### src/rtl/dpt_gate_sequencer.sv
// Double-pulse test gate sequencer: one exact lo/gap/lo pulse train per trigger rise,
// optional high-side conduction in the gap, dead time, hold-off and a latched fault path.
module dpt_gate_sequencer #(
  parameter int unsigned T1_CYC      = 3000,
  parameter int unsigned TOFF_CYC    = 2000,
  parameter int unsigned T2_CYC      = 3000,
  parameter int unsigned DEAD_CYC    = 20,
  parameter int unsigned HOLDOFF_CYC = 100000
) (
  input  logic i_clk,
  input  logic i_rst_n,
  input  logic i_enable,
  input  logic i_trig,
  input  logic i_sync_en,
  input  logic i_fault_n,
  output logic o_gate_lo,
  output logic o_gate_hi,
  output logic o_busy,
  output logic o_done,
  output logic o_fault_latched
);

  typedef enum logic [2:0] {
    S_IDLE  = 3'd0,
    S_P1    = 3'd1,
    S_DTA   = 3'd2,
    S_GAP   = 3'd3,
    S_DTB   = 3'd4,
    S_P2    = 3'd5,
    S_HOLD  = 3'd6,
    S_FAULT = 3'd7
  } state_t;

  // Counter reload values: each phase lasts exactly (load + 1) cycles.
  localparam logic [23:0] C_T1   = 24'(T1_CYC - 1);
  localparam logic [23:0] C_TOFF = 24'(TOFF_CYC - 1);
  localparam logic [23:0] C_T2   = 24'(T2_CYC - 1);
  localparam logic [23:0] C_DEAD = 24'(DEAD_CYC - 1);
  localparam logic [23:0] C_HOLD = 24'(HOLDOFF_CYC - 1);

  state_t      r_state;
  logic [23:0] r_cnt;
  logic        r_trig_q;
  logic        r_sync_q;
  logic        r_fault_meta;
  logic        r_fault_sync;
  logic        r_gate_lo;
  logic        r_gate_hi;
  logic        r_busy;
  logic        r_done;
  logic        r_fault_latched;

  logic w_fault_s;
  logic w_rise;
  logic w_cnt_zero;

  assign w_fault_s  = ~r_fault_sync;
  assign w_rise     = i_trig & ~r_trig_q;
  assign w_cnt_zero = (r_cnt == 24'd0);

  assign o_gate_lo       = r_gate_lo;
  assign o_gate_hi       = r_gate_hi;
  assign o_busy          = r_busy;
  assign o_done          = r_done;
  assign o_fault_latched = r_fault_latched;

  // Sequencer FSM with fault synchronizer, trigger edge register and registered outputs.
  always_ff @(posedge i_clk) begin
    if (!i_rst_n) begin
      r_state         <= S_IDLE;
      r_cnt           <= 24'd0;
      r_trig_q        <= 1'b0;
      r_sync_q        <= 1'b0;
      r_fault_meta    <= 1'b1;
      r_fault_sync    <= 1'b1;
      r_gate_lo       <= 1'b0;
      r_gate_hi       <= 1'b0;
      r_busy          <= 1'b0;
      r_done          <= 1'b0;
      r_fault_latched <= 1'b0;
    end else begin
      r_trig_q     <= i_trig;
      r_fault_meta <= i_fault_n;
      r_fault_sync <= r_fault_meta;
      r_done       <= 1'b0;
      if (w_fault_s) begin
        r_state         <= S_FAULT;
        r_cnt           <= 24'd0;
        r_gate_lo       <= 1'b0;
        r_gate_hi       <= 1'b0;
        r_busy          <= 1'b0;
        r_fault_latched <= 1'b1;
      end else if (!i_enable) begin
        // Abort drops straight to IDLE, skipping hold-off; also the only exit from FAULT.
        r_state         <= S_IDLE;
        r_cnt           <= 24'd0;
        r_gate_lo       <= 1'b0;
        r_gate_hi       <= 1'b0;
        r_busy          <= 1'b0;
        r_fault_latched <= 1'b0;
      end else begin
        case (r_state)
          S_IDLE: begin
            if (w_rise) begin
              r_state   <= S_P1;
              r_cnt     <= C_T1;
              r_sync_q  <= i_sync_en;
              r_gate_lo <= 1'b1;
              r_busy    <= 1'b1;
            end else begin
              r_state <= S_IDLE;
            end
          end
          S_P1: begin
            if (w_cnt_zero) begin
              r_state   <= S_DTA;
              r_cnt     <= C_DEAD;
              r_gate_lo <= 1'b0;
            end else begin
              r_cnt <= r_cnt - 24'd1;
            end
          end
          S_DTA: begin
            if (w_cnt_zero) begin
              r_state   <= S_GAP;
              r_cnt     <= C_TOFF;
              r_gate_hi <= r_sync_q;
            end else begin
              r_cnt <= r_cnt - 24'd1;
            end
          end
          S_GAP: begin
            if (w_cnt_zero) begin
              r_state   <= S_DTB;
              r_cnt     <= C_DEAD;
              r_gate_hi <= 1'b0;
            end else begin
              r_cnt <= r_cnt - 24'd1;
            end
          end
          S_DTB: begin
            if (w_cnt_zero) begin
              r_state   <= S_P2;
              r_cnt     <= C_T2;
              r_gate_lo <= 1'b1;
            end else begin
              r_cnt <= r_cnt - 24'd1;
            end
          end
          S_P2: begin
            if (w_cnt_zero) begin
              r_state   <= S_HOLD;
              r_cnt     <= C_HOLD;
              r_gate_lo <= 1'b0;
              r_done    <= 1'b1;
            end else begin
              r_cnt <= r_cnt - 24'd1;
            end
          end
          S_HOLD: begin
            if (w_cnt_zero) begin
              r_state <= S_IDLE;
              r_busy  <= 1'b0;
            end else begin
              r_cnt <= r_cnt - 24'd1;
            end
          end
          S_FAULT: begin
            r_state <= S_FAULT;
          end
          default: begin
            r_state         <= S_IDLE;
            r_cnt           <= 24'd0;
            r_gate_lo       <= 1'b0;
            r_gate_hi       <= 1'b0;
            r_busy          <= 1'b0;
            r_fault_latched <= 1'b0;
          end
        endcase
      end
    end
  end

endmodule
### config.mk
export PLATFORM = sky130hd
export DESIGN_NAME = dpt_gate_sequencer
export DESIGN_NICKNAME = d
export VERILOG_FILES = /design/src/rtl/dpt_gate_sequencer.sv
export SDC_FILE = /design/constraint.sdc
export NUM_CORES = 1
export LEC_CHECK = 0
export CORE_ASPECT_RATIO = 0.5
export CORE_MARGIN = 2
export CORE_UTILIZATION = 40
export CTS_BUF_LIST = sky130_fd_sc_hd__clkbuf_8
export CTS_CLUSTER_DIAMETER = 40
export DETAILED_ROUTE_END_ITERATION = 10
export GPL_TIMING_DRIVEN = 0
export SETUP_SLACK_MARGIN = 0.05
export SYNTH_ARGS = -nofsm -noshare
export SYNTH_HDL_FRONTEND = slang
export SYNTH_SLANG_ARGS = --single-unit
### constraint.sdc
create_clock -name i_clk -period 1.8 [get_ports i_clk]
set_input_delay 0.36 -clock i_clk [delete_from_list [all_inputs] [get_ports i_clk]]
set_output_delay 0.36 -clock i_clk [all_outputs]
set_load 0.01 [all_outputs]
==> results.md, run 1 <==
- Clock-pin slew on the worst setup and hold paths: around 0.080 ns
- Setup repair after global routing missed its margin: yes
- Final count of negative-setup-slack endpoints: 29
- Boundary Pins: 11
- # clock sinks: 36
- Largest vdd supply drop: 0.0004791 V
- Number of remaining DRC errors: 0
- Initial antenna violation count: 0
- Weighted congestion reported at the end of routability-driven placement: roughly 0.84
- Leakage power: approximately 1.1 nW
- TritonCTS clock tree: done
- Synthesized instance count: 268
- Detailed-router iteration count before antenna repair: 4
- Die area: 5903 um^2
- Synth cell types: 56
- Area grow syn2layout: 42.20%
- Fraction of layout cells with a size suffix above 1: 0.3601
- Cell count of the worst reg-to-reg path: 6
- Overall die height: 55.34 um
- Wire length per cell: 17.46 um
- Remaining Overflow, GRT: 0
- Outcome: complete, but fails checks
- Core Box Area: 5000 um^2
- Overall die width: 106.7 um
- Worst R2R Setup Slack: -0.21 ns
- Highest fanout seen on the critical path: 8
- Period Utilization, post-route: 1.115
- # Max-Cap Violations: 0
- Vias per std cell: 5.937
- Global-route wire length before repair: 10500 um
- Maximum clock skew at final layout: 0.01178 ns
- Most instantiated flip-flop cell in the synthesis netlist: dfxtp_1
- Worst path arrival time: between 2 and 2.5 ns
- Post-Route WL: 6651 um
- Post-Synthesis Cell Area: 2108 um^2
- Number of synthesized flops with an enable pin: 0
- Final Hold Violating Endpoints: 0
- Most common cell after layout, fill and taps aside: dfxtp_1
- Number of inserted filler cells in the final layout: 450
- Failing checks: setup timing
- Largest net degree at the start of global routing: 11
- Root buf cell: clkbuf_8
- Top achievable clock speed: roughly 0.5 GHz
- Placement Rows: 18
- Critical path data required time: approximately 2 ns
- Maximum clock path buffer count: 2
- Crit Path Class: flop to flop
- Share of synthesized flip-flops with an asynchronous set or reset: 0
- Number of vias in the routed layout: 2262
- Worst Max-Slew Pin Slew: 0.5993 ns
- Final worst-path setup slack: -0.2068 ns
- Number of global-route vias before repair: 2128
- Worst Hold Class: flop to flop
- Fraction of the yosys area taken by sequential cells: 0.3418
- Half-perimeter wire length after detailed placement: 4213 um
- Overall track demand over capacity in global routing: 0.2265
- Clock latency of the later-clocked register in the worst-skew pair: ~0.30 ns
- Starting utilization of the core area: 0.4217
- CTS buffer count: 5
- Crit. End Element: flop
- Shortest clock period the worst path allows after layout: between 2 and 2.5 ns
- Detailed router's first-iteration violation count: 138
- Inserted Diodes: 0
- Max H-tree Level: 2
- Number of I/O port buffers: 10
- Antenna-violating nets left: 0
- PD cells: 1051 nW/um^2
- Cts hold-fix bufs: 0
- Hold-critical path depth: 1
- Worst rel slew slack: 0.6005
- Final count of pins violating max slew: 0
- Total of flip-flops plus latches after synthesis: 36
- Startpoint types: flop
- Post-route setup TNS: -3.527 ns
- Syn Nets: 276
- Post-synthesis area per instance: 7.867 um^2
- Most frequent cells in the layout: 31 x dfxtp_1, 21 x buf_4, 20 x nor2_1
- Syn. warnings: 0
- Fin nets: 318
- Total power consumption of the routed design: 3.151 mW
-- cells by family (layout without fill, tap and decap cells) --
family | count (synthesis) | after routing | share of synthesized area
compound gates | 82 | 82 | 0.2445
xor+xnor | 5 | 5 | 0.02078
fa+ha+maj | 2 | 2 | 0.01187
buf+inv | 24 | 67 | 0.05341
flops | 36 | 36 | 0.3418
mux | 3 | 3 | 0.01424
simple gates | 116 | 116 | 0.3134
-- synthesized netlist by cell type, drive strengths merged (2+ instances only) --
master | number | area share
dfxtp | 36 | 0.34
nand2 | 25 | 0.047
nor2 | 25 | 0.048
a21oi | 24 | 0.059
o21ai | 23 | 0.055
nand3 | 14 | 0.033
nor3 | 14 | 0.043
clkbuf | 9 | 0.016
inv | 9 | 0.016
nor4 | 8 | 0.031
a211oi | 7 | 0.025
nand4 | 7 | 0.031
buf | 6 | 0.021
nor2b | 5 | 0.015
or3 | 5 | 0.015
a31oi | 3 | 0.0089
mux2i | 3 | 0.014
xnor2 | 3 | 0.012
a21boi | 2 | 0.0071
a221oi | 2 | 0.0083
a22oi | 2 | 0.0071
a31o | 2 | 0.0083
and4 | 2 | 0.0083
ha | 2 | 0.012
nand2b | 2 | 0.0059
nor3b | 2 | 0.0071
o211ai | 2 | 0.0071
o21a | 2 | 0.0071
o22ai | 2 | 0.0059
o31ai | 2 | 0.0071
or4 | 2 | 0.0071
xor2 | 2 | 0.0083
-- cell type report --
type                    instances  area (um^2)  share of cell area
plain buffers                  13        95.09             0.03172
clock buffers                   6        82.58             0.02755
clock inverters                 2        7.507            0.002504
inverters                       9        36.28             0.01210
multi-input cells             208         1620              0.5405
flip-flops and latches         36        732.0              0.2442
well taps                      70        87.58             0.02922
repair buffers                 37        336.6              0.1123
-- report_power, final --
| part | internal (mW) | total (mW) | switching, mW | leakage [nW] |
|---|---|---|---|---|
| Combinational | 0.721 | 1.61 | 0.888 | 0.781 |
| Clock | 0.301 | 0.611 | 0.310 | 0.0538 |
| Sequential | 0.852 | 0.930 | 0.0782 | 0.296 |
-- critical path: stages (launching register included) --
cell,delay [ns]
dfxtp_4,0.37
nor4_2,0.42
and4_1,0.38
nand2_8,0.11
a21o_1,0.23
buf_6,0.16
o221a_4,0.24
-- final timing paths --
path | startpoint | end
hold / removal | r_fault_meta$_SDFF_PN1_ | r_fault_sync$_SDFF_PN1_
hold reg to reg | r_fault_meta$_SDFF_PN1_ | r_fault_sync$_SDFF_PN1_
setup / recovery | r_cnt[11]$_SDFFE_PN0P_ | r_cnt[8]$_SDFFE_PN0P_
setup reg to reg | r_cnt[11]$_SDFFE_PN0P_ | r_cnt[8]$_SDFFE_PN0P_
-- per-layer routing --
| metal | up-vias | track usage | wire length, um |
|---|---|---|---|
| li1 | 1080 | - | - |
| met5 | - | 0 | 0 |
| met2 | 69 | 0.3567 | 3068 |
| met3 | 13 | 0.05077 | 446 |
| met1 | 1100 | 0.3114 | 3025 |
| met4 | 0 | 0.06679 | 110 |
-- per-stage QoR --
stage	hold slack (ns)	instance area, um^2	instances	setup slack [ns]	utilization
4_1_cts	0.4197	2714	370	-0.1657	0.5428
2_1_floorplan	0.3863	2147	268	-0.001856	-
3_5_place_dp	0.4039	2335	348	-0.6028	0.4670
6_report	0.4145	2998	381	-0.2068	0.5996
3_3_place_gp	0.3987	2335	348	-0.5750	0.4670
5_1_grt	0.4367	2998	381	-0.2869	0.5996
-- what timing repair did --
action                                  4_1_cts  5_1_grt
buffers inserted                             14       11
pin swaps                                     8       23
gates resized for setup                      46       60
cloned                                        2        0
endpoints found under the setup margin       31       31
-- registers in the layout (all words and copies together), names as in the netlist --
| name | count |
|---|---|
| r_state | 3 |
| r_cnt | 24 |
| o_done | 1 |
| r_fault_meta | 1 |
| r_trig_q | 1 |
| o_fault_latched | 1 |
| r_fault_sync | 1 |
| o_gate_hi | 1 |
| o_gate_lo | 1 |
| o_busy | 1 |
| r_sync_q | 1 |
(Power assumes the default switching activity.)
==> inputs of run 2 (changes only) <==
--- a/config.mk
+++ b/config.mk
@@ -5,6 +5,8 @@
 export SDC_FILE = /design/constraint.sdc
 export NUM_CORES = 1
 export LEC_CHECK = 0
+export CELL_PAD_IN_SITES_DETAIL_PLACEMENT = 1
+export CELL_PAD_IN_SITES_GLOBAL_PLACEMENT = 1
 export CORE_ASPECT_RATIO = 0.5
 export CORE_MARGIN = 2
 export CORE_UTILIZATION = 40
@@ -12,6 +14,7 @@
 export CTS_CLUSTER_DIAMETER = 40
 export DETAILED_ROUTE_END_ITERATION = 10
 export GPL_TIMING_DRIVEN = 0
+export PLACE_DENSITY_LB_ADDON = 0.1
 export SETUP_SLACK_MARGIN = 0.05
 export SYNTH_ARGS = -nofsm -noshare
 export SYNTH_HDL_FRONTEND = slang
==> run 2 against run 1 <==
The run still ends with setup timing left. Non-clock buffer count rose by 3. Critical path type unchanged. Sequential cell count did not move. Core utilization rose by 1.5 points. Power rose by 5.3%. Sequential power rose by 1%. Largest power group unchanged. Sequential share of layout area fell by 0.63 points. Wire length rose by 23%. Worst setup slack got worse by 0.095 ns. Clock skew fell by 0.0017 ns. Combinational power rose by 9%.
==> results.md, run 2 (synthesis gave the netlist of run 1 again) <==
- Buffers & Inverters on Critical Path: 3
- Worst Hold Class: input port to flop
- Max H-tree Level: 2
- Switching power of the nets: between 1 and 1.5 mW
- Shortest clock period the worst path allows after layout: approximately 2.1 ns
- Setup repair after global routing missed its margin: yes
- Most common cell after layout, fill and taps aside: dfxtp_1
- # Max-Cap Violations: 0
- Worst reg2reg startpoint: r_cnt[1]$_SDFFE_PN0P_
- Most flops, register: r_cnt
- Maximum clock skew at final layout: ~0.010 ns
- Crit. End Element: flop
- Die area: between 5000 and 6000 um^2
- Gate power share: 0.527
- Most used cell, CP: buf_6
- Starting utilization of the core area: 0.4217
- Cell internal power dissipation: 1.907 mW
- Number of vias in the routed layout: between 2000 and 2500
- GR Util met3: 0.05431
- Placement Cell Area: 2335 um^2
- Startpoint types: flop
- TritonCTS clock tree: done
- Area grow syn2layout: 45.70%
- Critical path data required time: roughly 2.0 ns
- Number of inserted filler cells in the final layout: 590
- Overall track demand over capacity in global routing: 0.2770
- Worst Hold Launch: i_rst_n
- Core Box Area: 5000 um^2
- Clock latency of the later-clocked register in the worst-skew pair: 0.30 ns
- Highest fanout seen on the critical path: 4
- Final count of negative-setup-slack endpoints: 30
- Number of global-route vias before repair: around 2400
- Detailed-router iteration count before antenna repair: 4
- Vias per std cell: 6.148
- Register share of total power: 0.283
- Worst Max-Slew Pin Slew: 0.6576 ns
- Weighted congestion reported at the end of routability-driven placement: 0.8312
- Switching share of total power: 0.4248
- Cell chain of the critical path: inv_6 > ha_4 > nor4b_4 > nand4_4 > nor2_4 > buf_6 > buf_6 > a22oi_2 > o221ai_2 > nor2_1
- Largest stage delay on the critical path: between 0.3 and 0.4 ns
- Design Area, Final: 3072 um^2
- Maximum clock path buffer count: 2
- Largest vdd supply drop: approximately 0.00051 V
- Inserted Diodes: 0
- Met2 usage: 0.4377
- Final Hold Violating Endpoints: 0
- CTS buffer count: 5
- Clock-pin slew on the worst setup and hold paths: roughly 0.080 ns
- Cell Count Post-Placement: 348
- Most Crowded Layer GR: met2
- Final worst-path setup slack: -0.3016 ns
- Cts hold-fix bufs: 0
- Outcome: complete, but fails checks
- Root buf cell: clkbuf_8
- Clock power share: 0.190
- Boundary Pins: 11
- Remaining Overflow, GRT: 0
- Cell family with the largest share of critical-path delay: simple AND/OR/NAND/NOR gates
- Number of remaining DRC errors: 0
- Initial antenna violation count: 0
- Detailed router's first-iteration violation count: 133
- Leakage power: 1.139 nW
- Worst rel slew slack: 0.5616
- Placement Setup Slack: -0.7048 ns
- Met1 Resource Use GR: 0.3897
- Largest net degree at the start of global routing: 12
- Half-perimeter wire length after detailed placement: 4749 um
- Placement Rows: 18
- Overall die width: about 110 um
- Antenna-violating nets left: 0
- Number of I/O port buffers: 10
- Critical Path Slowest Stage Cell: dfxtp_4
- Largest regs: r_cnt x24, r_state x3
- Top achievable clock speed: 0.4758 GHz
- Fraction of layout cells with a size suffix above 1: 0.3758
- Failing checks: setup timing
- Post-Route WL: roughly 8200 um
- Global-route wire length before repair: 12720 um
- Crit Path Class: flop to flop
- Final count of pins violating max slew: 0
- Non-filler cells, final: 384
- Overall die height: ~55 um
- Period Utilization, post-route: 1.168
- Worst path arrival time: approximately 2.3 ns
- Flip-flop count of the largest register, all copies and words added: 24
- # clock sinks: 36
- Fin nets: 321
- Most frequent cells in the layout: 32 x dfxtp_1, 22 x nand2_1, 21 x buf_4
- Total power consumption of the routed design: 3.316 mW
- Wire length per cell: 21.37 um
- PD cells: between 1000 and 1500 nW/um^2
- Final core utilization: 0.6144
- Launching instance or port of the critical path: r_cnt[1]$_SDFFE_PN0P_
==> run 2: changes by cell type in the layout (fill, tap and decap cells not counted), moves of 2 or more <==
cell      delta
nand2_2      -2
clkinv_2     +2
nor3_4       +2
nand2_1      +3
buf_6        +3
inv_1        -2
==> run 2: layer usage <==
layer,share of wire,up-vias
met5,0,-
met4,0.014,0
met1,0.44,1193
met3,0.064,11
li1,-,1090
met2,0.48,67
==> run 2: timing repair <==
item	4_1_cts	5_1_grt
hold endpoints to repair	0	0
gates cloned	2	0
resized for setup	64	52
setup buffers	19	14
endpoints found under the setup margin	31	31
pin swaps	23	24
==> run 2: path summary, 6_finish.rpt <==
check	endpoint	cells past startpoint	slack, ns
worst min register to register	r_fault_sync$_SDFF_PN1_	1	0.44
worst max register to register	r_cnt[12]$_SDFFE_PN0P_	10	-0.30
worst max-delay path	r_cnt[12]$_SDFFE_PN0P_	10	-0.30
worst min-delay path	r_fault_meta$_SDFF_PN1_	2	0.42
==> run 2: metrics by stage <==
stage	hold WS, ns	setup TNS [ns]
after global placement	0.3985	-11.35
final	0.4235	-5.463
after global routing	0.4707	-7.751
after floorplan	0.3863	-0.003317
after CTS	0.4370	-4.167
after detailed placement	0.4032	-12.22
==> run 2: worst register-to-register path, cell delays in order (launching register included) <==
cell and delay (ns):
dfxtp_4 0.36, inv_6 0.07, ha_4 0.12, nor4b_4 0.31, nand4_4 0.21, nor2_4 0.25, buf_6 0.14, buf_6 0.09
a22oi_2 0.07, o221ai_2 0.26, nor2_1 0.10
==> run 2: power by group through the flow <==
stage | Combinational [mW] | Sequential, mW | Clock, mW
floorplan | 0.772 | 0.916 | 0
global placement | 0.999 | 0.927 | 0
detailed placement | 1.03 | 0.932 | 0
CTS | 1.41 | 0.925 | 0.635
global route | 1.87 | 0.947 | 0.671
finish | 1.75 | 0.939 | 0.631
==> run 2: layout make-up <==
class,instances,area [um^2],area share
buffer,13,96.34,0.03136
inverter,9,41.29,0.01344
tap,70,87.58,0.02851
timing repair buffer,40,361.6,0.1177
multi-input combinational,208,1662,0.5409
clock inverter,2,10.01,0.003259
clock buffer,6,82.58,0.02688
sequential,36,730.7,0.2379
==> inputs of run 3 (changes only) <==
--- a/config.mk
+++ b/config.mk
@@ -5,6 +5,7 @@
 export SDC_FILE = /design/constraint.sdc
 export NUM_CORES = 1
 export LEC_CHECK = 0
+export ABC_AREA = 0
 export CELL_PAD_IN_SITES_DETAIL_PLACEMENT = 1
 export CELL_PAD_IN_SITES_GLOBAL_PLACEMENT = 1
 export CORE_ASPECT_RATIO = 0.5
==> results of run 3 <==
No change in the layout: final DEF, timing and power equal those of run 2.
